[src/rtl/enum_type.sv]
// Shared types for the key decoder: game commands, parser states, protocol bytes
// and the byte-to-command maps.
package enum_type;

  typedef enum logic [3:0] {
    NONE,
    LEFT,
    RIGHT,
    DOWN,
    DROP,
    HOLD,
    ROTATE,
    ROTATE_REV,
    BAR
  } state_type;

  typedef enum logic [1:0] {
    KD_IDLE,
    KD_ESC,
    KD_CSI
  } kd_state_e;

  localparam logic [7:0] BYTE_ESC            = 8'h1B;
  localparam logic [7:0] BYTE_CSI            = 8'h5B;
  localparam int         ESC_TIMEOUT_DEFAULT = 2_000_000;

  // Plain keystrokes, letters accepted in either case.
  function automatic state_type key_to_cmd(input logic [7:0] b);
    state_type c;
    case (b)
      8'h41, 8'h61:        c = LEFT;
      8'h44, 8'h64:        c = RIGHT;
      8'h53, 8'h73:        c = DOWN;
      8'h57, 8'h77, 8'h20: c = DROP;
      8'h43, 8'h63:        c = HOLD;
      8'h58, 8'h78:        c = ROTATE;
      8'h5A, 8'h7A:        c = ROTATE_REV;
      8'h42, 8'h62:        c = BAR;
      default:             c = NONE;
    endcase
    return c;
  endfunction

  // Final byte of an unparameterised CSI cursor sequence (up arrow rotates).
  function automatic state_type cursor_to_cmd(input logic [7:0] b);
    state_type c;
    case (b)
      8'h41:   c = ROTATE;
      8'h42:   c = DOWN;
      8'h43:   c = RIGHT;
      8'h44:   c = LEFT;
      default: c = NONE;
    endcase
    return c;
  endfunction

endpackage

[src/rtl/uart_key_decoder_cmd_fifo.sv]
// Generic synchronous FIFO of game commands. Head reads NONE when empty;
// a push into a full FIFO is accepted only if a pop happens in the same cycle.
module cmd_fifo
  import enum_type::*;
#(
  parameter int DEPTH = 4
) (
  input  logic      clk,
  input  logic      reset_n,
  input  logic      flush_i,
  input  logic      push_i,
  input  state_type data_i,
  input  logic      pop_i,
  output state_type data_o,
  output logic      full_o,
  output logic      empty_o
);

  localparam int AW = (DEPTH > 1) ? $clog2(DEPTH) : 1;
  localparam int CW = $clog2(DEPTH) + 1;

  state_type       mem_q [DEPTH];
  logic [AW-1:0]   wr_ptr_q, wr_ptr_d;
  logic [AW-1:0]   rd_ptr_q, rd_ptr_d;
  logic [CW-1:0]   count_q, count_d;
  logic            do_push, do_pop;

  assign empty_o = (count_q == '0);
  assign full_o  = (count_q == CW'(DEPTH));
  assign do_pop  = pop_i & ~empty_o;
  assign do_push = push_i & (~full_o | do_pop);
  assign data_o  = empty_o ? NONE : mem_q[rd_ptr_q];

  always_comb begin
    wr_ptr_d = wr_ptr_q;
    rd_ptr_d = rd_ptr_q;
    count_d  = count_q;
    if (flush_i) begin
      wr_ptr_d = '0;
      rd_ptr_d = '0;
      count_d  = '0;
    end else begin
      if (do_push) wr_ptr_d = wr_ptr_q + AW'(1);
      if (do_pop)  rd_ptr_d = rd_ptr_q + AW'(1);
      case ({do_push, do_pop})
        2'b10:   count_d = count_q + CW'(1);
        2'b01:   count_d = count_q - CW'(1);
        default: count_d = count_q;
      endcase
    end
  end

  always_ff @(posedge clk) begin
    if (!reset_n) begin
      wr_ptr_q <= '0;
      rd_ptr_q <= '0;
      count_q  <= '0;
    end else begin
      wr_ptr_q <= wr_ptr_d;
      rd_ptr_q <= rd_ptr_d;
      count_q  <= count_d;
    end
  end

  always_ff @(posedge clk) begin
    if (do_push && !flush_i) mem_q[wr_ptr_q] <= data_i;
  end

endmodule

[src/rtl/uart_key_decoder.sv]
// Turns the UART byte stream into game commands: single keys plus ESC [ A..D
// cursor sequences with an inter-byte timeout, queued in a small command FIFO.
//
// Handshake: cmd_valid means the FIFO head on cmd is a real command; it is
// consumed on any cycle where cmd_valid and cmd_ready are both high. cmd_ready
// has no effect while cmd_valid is low, and cmd is NONE in that case.
module uart_key_decoder
  import enum_type::*;
#(
  parameter int ESC_TIMEOUT = ESC_TIMEOUT_DEFAULT,
  parameter int FIFO_DEPTH  = 4
) (
  input  logic       clk,
  input  logic       reset_n,
  input  logic       rx_valid,
  input  logic [7:0] rx_byte,
  input  logic       rx_error,
  input  logic       enable,
  output logic       cmd_valid,
  output state_type  cmd,
  input  logic       cmd_ready,
  output logic       overflow,
  output logic [7:0] drop_cnt,
  output kd_state_e  dbg_state_o
);

  localparam int TW = $clog2(ESC_TIMEOUT + 1);

  kd_state_e     state_q, state_d;
  logic [TW-1:0] timer_q, timer_d;
  logic          param_q, param_d;
  state_type     dec_cmd;
  logic          overflow_q;
  logic [7:0]    drop_cnt_q;
  logic          fifo_full, fifo_empty;
  logic          push, pop, drop;

  always_comb begin
    state_d = state_q;
    timer_d = timer_q;
    param_d = param_q;
    dec_cmd = NONE;
    if (rx_error) begin
      state_d = KD_IDLE;
      timer_d = '0;
      param_d = 1'b0;
    end else begin
      case (state_q)
        KD_IDLE: begin
          if (rx_valid) begin
            if (rx_byte == BYTE_ESC) begin
              state_d = KD_ESC;
              timer_d = TW'(ESC_TIMEOUT);
            end else begin
              dec_cmd = key_to_cmd(rx_byte);
            end
          end
        end
        KD_ESC: begin
          if (rx_valid) begin
            if (rx_byte == BYTE_CSI) begin
              state_d = KD_CSI;
              param_d = 1'b0;
              timer_d = TW'(ESC_TIMEOUT);
            end else if (rx_byte == BYTE_ESC) begin
              timer_d = TW'(ESC_TIMEOUT);
            end else begin
              // Not an escape sequence after all: treat the byte as a plain key.
              state_d = KD_IDLE;
              timer_d = '0;
              dec_cmd = key_to_cmd(rx_byte);
            end
          end else if (timer_q <= TW'(1)) begin
            state_d = KD_IDLE;
            timer_d = '0;
          end else begin
            timer_d = timer_q - TW'(1);
          end
        end
        KD_CSI: begin
          if (rx_valid) begin
            if (rx_byte >= 8'h30 && rx_byte <= 8'h3F) begin
              param_d = 1'b1;
              timer_d = TW'(ESC_TIMEOUT);
            end else begin
              state_d = KD_IDLE;
              timer_d = '0;
              // Parameterised finals (e.g. ctrl-arrows) are swallowed.
              if (rx_byte >= 8'h40 && rx_byte <= 8'h7E && !param_q)
                dec_cmd = cursor_to_cmd(rx_byte);
            end
          end else if (timer_q <= TW'(1)) begin
            state_d = KD_IDLE;
            timer_d = '0;
          end else begin
            timer_d = timer_q - TW'(1);
          end
        end
        default: begin
          state_d = KD_IDLE;
          timer_d = '0;
        end
      endcase
    end
  end

  always_ff @(posedge clk) begin
    if (!reset_n) begin
      state_q <= KD_IDLE;
      timer_q <= '0;
      param_q <= 1'b0;
    end else begin
      state_q <= state_d;
      timer_q <= timer_d;
      param_q <= param_d;
    end
  end

  assign push = enable & (dec_cmd != NONE);
  assign pop  = cmd_valid & cmd_ready;
  assign drop = push & fifo_full & ~pop;

  cmd_fifo #(
    .DEPTH(FIFO_DEPTH)
  ) u_fifo (
    .clk     (clk),
    .reset_n (reset_n),
    .flush_i (~enable),
    .push_i  (push),
    .data_i  (dec_cmd),
    .pop_i   (pop),
    .data_o  (cmd),
    .full_o  (fifo_full),
    .empty_o (fifo_empty)
  );

  always_ff @(posedge clk) begin
    if (!reset_n) begin
      overflow_q <= 1'b0;
      drop_cnt_q <= '0;
    end else begin
      overflow_q <= drop;
      if (drop && drop_cnt_q != 8'hFF) drop_cnt_q <= drop_cnt_q + 8'd1;
    end
  end

  assign cmd_valid   = ~fifo_empty;
  assign overflow    = overflow_q;
  assign drop_cnt    = drop_cnt_q;
  assign dbg_state_o = state_q;

endmodule

[config.mk]
export PLATFORM = sky130hd
export DESIGN_NAME = uart_key_decoder
export DESIGN_NICKNAME = d
export VERILOG_FILES = /design/src/rtl/enum_type.sv /design/src/rtl/uart_key_decoder_cmd_fifo.sv /design/src/rtl/uart_key_decoder.sv
export SDC_FILE = /design/constraint.sdc
export NUM_CORES = 1
export LEC_CHECK = 0
export ABC_AREA = 1
export BUFFER_PORTS_ARGS = -buffer_cell sky130_fd_sc_hd__buf_2
export CAP_MARGIN = 20
export CORE_MARGIN = 1
export CORE_UTILIZATION = 45
export DETAILED_ROUTE_END_ITERATION = 6
export MAX_ROUTING_LAYER = met4
export PLACE_DENSITY = 0.72
export SKIP_LAST_GASP = 1
export SLEW_MARGIN = 15
export SYNTH_ARGS = -nofsm -noshare
export SYNTH_HDL_FRONTEND = slang
export SYNTH_SLANG_ARGS = --single-unit
[constraint.sdc]
create_clock -name clk -period 3.9 [get_ports clk]
set_input_delay 0.195 -clock clk [delete_from_list [all_inputs] [get_ports clk]]
set_output_delay 0.195 -clock clk [all_outputs]
set_load 0.005 [all_outputs]
==> results.sh <==
export IMPL_synth_nets=523
export IMPL_ys_types=46
export IMPL_final_cell_mix="99 x nor2_1, 87 x nand2_1, 77 x inv_1, 42 x dfxtp_1, 29 x buf_2"
export IMPL_crit_path_top_delay_cell="dfxtp_1"
export IMPL_rr_worst_depth=17
export IMPL_h_tree_depth=3
export IMPL_finalCriticalPeriod_ns=2.592
export IMPL_tightest_slew_ns=0.5575
export IMPL_setup_slack_ns=1.308
export IMPL_stdcell_area_mm2=0.003896
export IMPL_drtIter0Drc=105
export IMPL_antenna_found_initial=0
export IMPL_nets=559
export IMPL_placed_area_mm2=0.003725
export IMPL_antenna_cells=0
export IMPL_io_buffers=29
export IMPL_grt_pass1_wl_um=13070
export IMPL_grt_pass1_vias=3047
export IMPL_tns_ns=0
export IMPL_ir_drop_uv=210.2
export IMPL_route_vias_total=3191
export IMPL_die_w_um=89.89
export IMPL_synth_warnings=0
export IMPL_layout_commonest_cell="nor2_1"
export IMPL_final_core_util_pct=52.87
export IMPL_fin_worst_skew_ns=0.009250
export IMPL_path_delay_family="simple AND/OR/NAND/NOR gates"
export IMPL_grt_busiest_layer="met2"
export IMPL_ant_nets=0
export IMPL_pre_cts_slack_ns=1.255
export IMPL_fillCellCount=711
export IMPL_clock_sinks=58
export IMPL_rsz0062_at_grt="no"
export IMPL_die_h_um=89.89
export IMPL_crit_path_max_incr_delay_ns=0.42
export IMPL_die_area_mm2=0.008079
export IMPL_coreArea_mm2=0.007370
export IMPL_r2r_end="u_fifo.count_q[2]"
export IMPL_min_path_type="in -> reg"
export IMPL_cts_inserted_buffers=9
export IMPL_area_growth_syn_to_layout_pct=12.10
export IMPL_grt_total_usage_pct=20.32
export IMPL_syn_inst=500
export IMPL_rows=31
export IMPL_viasPerCell=4.986
export IMPL_cp_buffers_inverters=2
export IMPL_leakagePower_nw=1.731
export IMPL_use_met1_pct=22.80
export IMPL_cp_max_fo=9
export IMPL_cap_violations=0
export IMPL_status="complete, no violations"
export IMPL_critPathKind="reg -> reg"
export IMPL_cp_arrival_ns=2.83
export IMPL_drt_wl_total_um=7397
export IMPL_overflow=0
export IMPL_end_kind="register"
export IMPL_dp_cells=624
export IMPL_drive_gt1_share_pct=14.79
export IMPL_ys_seq_area_share_pct=38.01
export IMPL_final_period_utilization_pct=66.46
export IMPL_hold_buffers=0
export IMPL_met2_usage_pct=35.19
export IMPL_crit_required_ns=4.13
export IMPL_clock_root_buffer="clkbuf_8"
export IMPL_grt_start_max_net_pins=19
export IMPL_r2r_setup_slack_ns=1.31
export IMPL_place_gp_congestion=0.9264
export IMPL_relSlewSlack_pct=62.36
export IMPL_maxSlewViolCount=0
export IMPL_netlist_area_mm2=0.003476
export IMPL_hold_violations=0
export IMPL_cts_resized=0
export IMPL_wl_per_cell_um=11.56
export IMPL_postCtsSetupBuffers=0
export IMPL_clk_latency_ns=0.35
export IMPL_clockBufferDepth=2
export IMPL_synth_seq_cells=58
export IMPL_drt_pass1_iterations=4
export IMPL_start_util_pct=47.16
export IMPL_pin_count=30
export IMPL_worstHoldEndpoint="drop_cnt[7]"
export IMPL_clk_pin_slew_ns=0.07
export IMPL_setup_violations_final=0
export IMPL_hp_start="reset_n"
export IMPL_start_kind="register"
export IMPL_stdcell_count=640
export IMPL_critical_path_reg2reg_startpoint="dbg_state_o[1]"
export IMPL_met3_usage_pct=4.907
export IMPL_power_density_mw_per_mm2=299.7
export IMPL_worstPathCellList="nor2_1 -> inv_1 -> nand2_2 -> nand3_1 -> nand2_1 -> nand2_1 -> nand2_2 -> nor2_2 -> nor2_4 -> nand2_4 -> ha_1 -> inv_1 -> fa_1 -> o21ai_0 -> a21oi_1 -> o21ai_0 -> a21oi_1"
export IMPL_power_mw=1.168
export IMPL_drc_errors=0
export IMPL_hold_ws_ns=0.1655
export IMPL_cts_tree="yes"
export IMPL_hold_depth=3
export IMPL_fmax_mhz=385.8
export IMPL_dp_hpwl_um=5553
export IMPL_avgSynthCellArea_um2=6.952
## cells in the mapped netlist (all sizes together)
cell type    n  area [um^2]
fa           1        20.02
ha           8        100.1
nor3        13        70.07
nor4         7        50.05
nor2       108        461.7
a211oi       3        22.52
o2111a       3        33.78
o22ai        1        6.260
xor2         1        8.760
nand3b       1        7.510
o311ai       1        8.760
o21bai       1        7.510
o21ai       29        145.1
a221oi       1        8.760
or2          1        6.260
o221ai       1        8.760
a21oi       28        143.9
or3          1        6.260
clkinv       1        5.000
edfxtp      16        480.5
o21a         2        15.01
a31oi        2        12.51
nand2       98        400.4
dfxtp       42        840.8
inv         83        311.5
clkbuf       3        11.26
o211ai       2        15.01
nor3b        4        30.03
nand4        4        25.02
o31ai        2        15.01
nand3       29        172.7
a22o         1        8.760
buf          2        16.26
## area by class of cell
class / count / area [um^2] / share of cell area, %
repair buffers: 30 / 152.6 / 3.918
flip-flops and latches: 58 / 1321 / 33.91
clock buffers: 11 / 141.4 / 3.629
inverters: 84 / 316.6 / 8.125
well taps: 99 / 123.9 / 3.179
multi-input cells: 353 / 1810 / 46.47
clock inverters: 5 / 30.03 / 0.7707
## kinds of logic after synthesis
group                      count (synthesis)  synth area share, %
AOI/OAI and AO/OA                         77                12.99
xor gates and xnor gates                   1               0.2520
adders and majority gates                  9                3.456
buffers and inverters                     89                9.899
DFF                                       58                38.01
and+or+nand+nor                          266                35.39
## report_power, final
part / total, mW / leakage (nW) / internal [mW] / switching (mW)
clock network: 0.487 / 0.0851 / 0.244 / 0.243
registers: 0.617 / 0.508 / 0.616 / 0.000761
logic: 0.0636 / 1.14 / 0.0193 / 0.0442
## worst min-delay path, cell delays in order
cell and delay [ns]:
buf_2 0.16, nand2_1 0.08, nor2_1 0.03
## routing by layer
metal | share of wire (%) | routed length, um | vias to the layer above
met5 | 0 | 0 | -
met4 | 1.4 | 102 | 0
met3 | 3.0 | 223 | 10
met2 | 49 | 3655 | 41
met1 | 46 | 3416 | 1435
li1 | - | - | 1705
## worst max-delay path by stage
stage	slack (ns)	startpoint	cells past startpoint	endpoint
6_report	1.31	dbg_state_o[1]	17	u_fifo.count_q[2]
5_1_grt	0.98	dbg_state_o[1]	17	u_fifo.count_q[2]
4_1_cts	1.33	dbg_state_o[1]	17	u_fifo.count_q[2]
2_1_floorplan	1.58	dbg_state_o[1]	17	u_fifo.count_q[2]
3_3_place_gp	1.34	rx_byte[7]	21	u_fifo.count_q[2]
3_5_place_dp	1.25	rx_byte[7]	21	u_fifo.count_q[2]
## sequential cells by signal (all words and copies together) (netlist names), named ones only
signal,flops
dbg_state_o,2
drop_cnt,8
overflow,1
param_q,1
timer_q,21
u_fifo.count_q,3
u_fifo.mem_q,16
u_fifo.rd_ptr_q,2
u_fifo.wr_ptr_q,2
(Power assumes the default switching activity.)
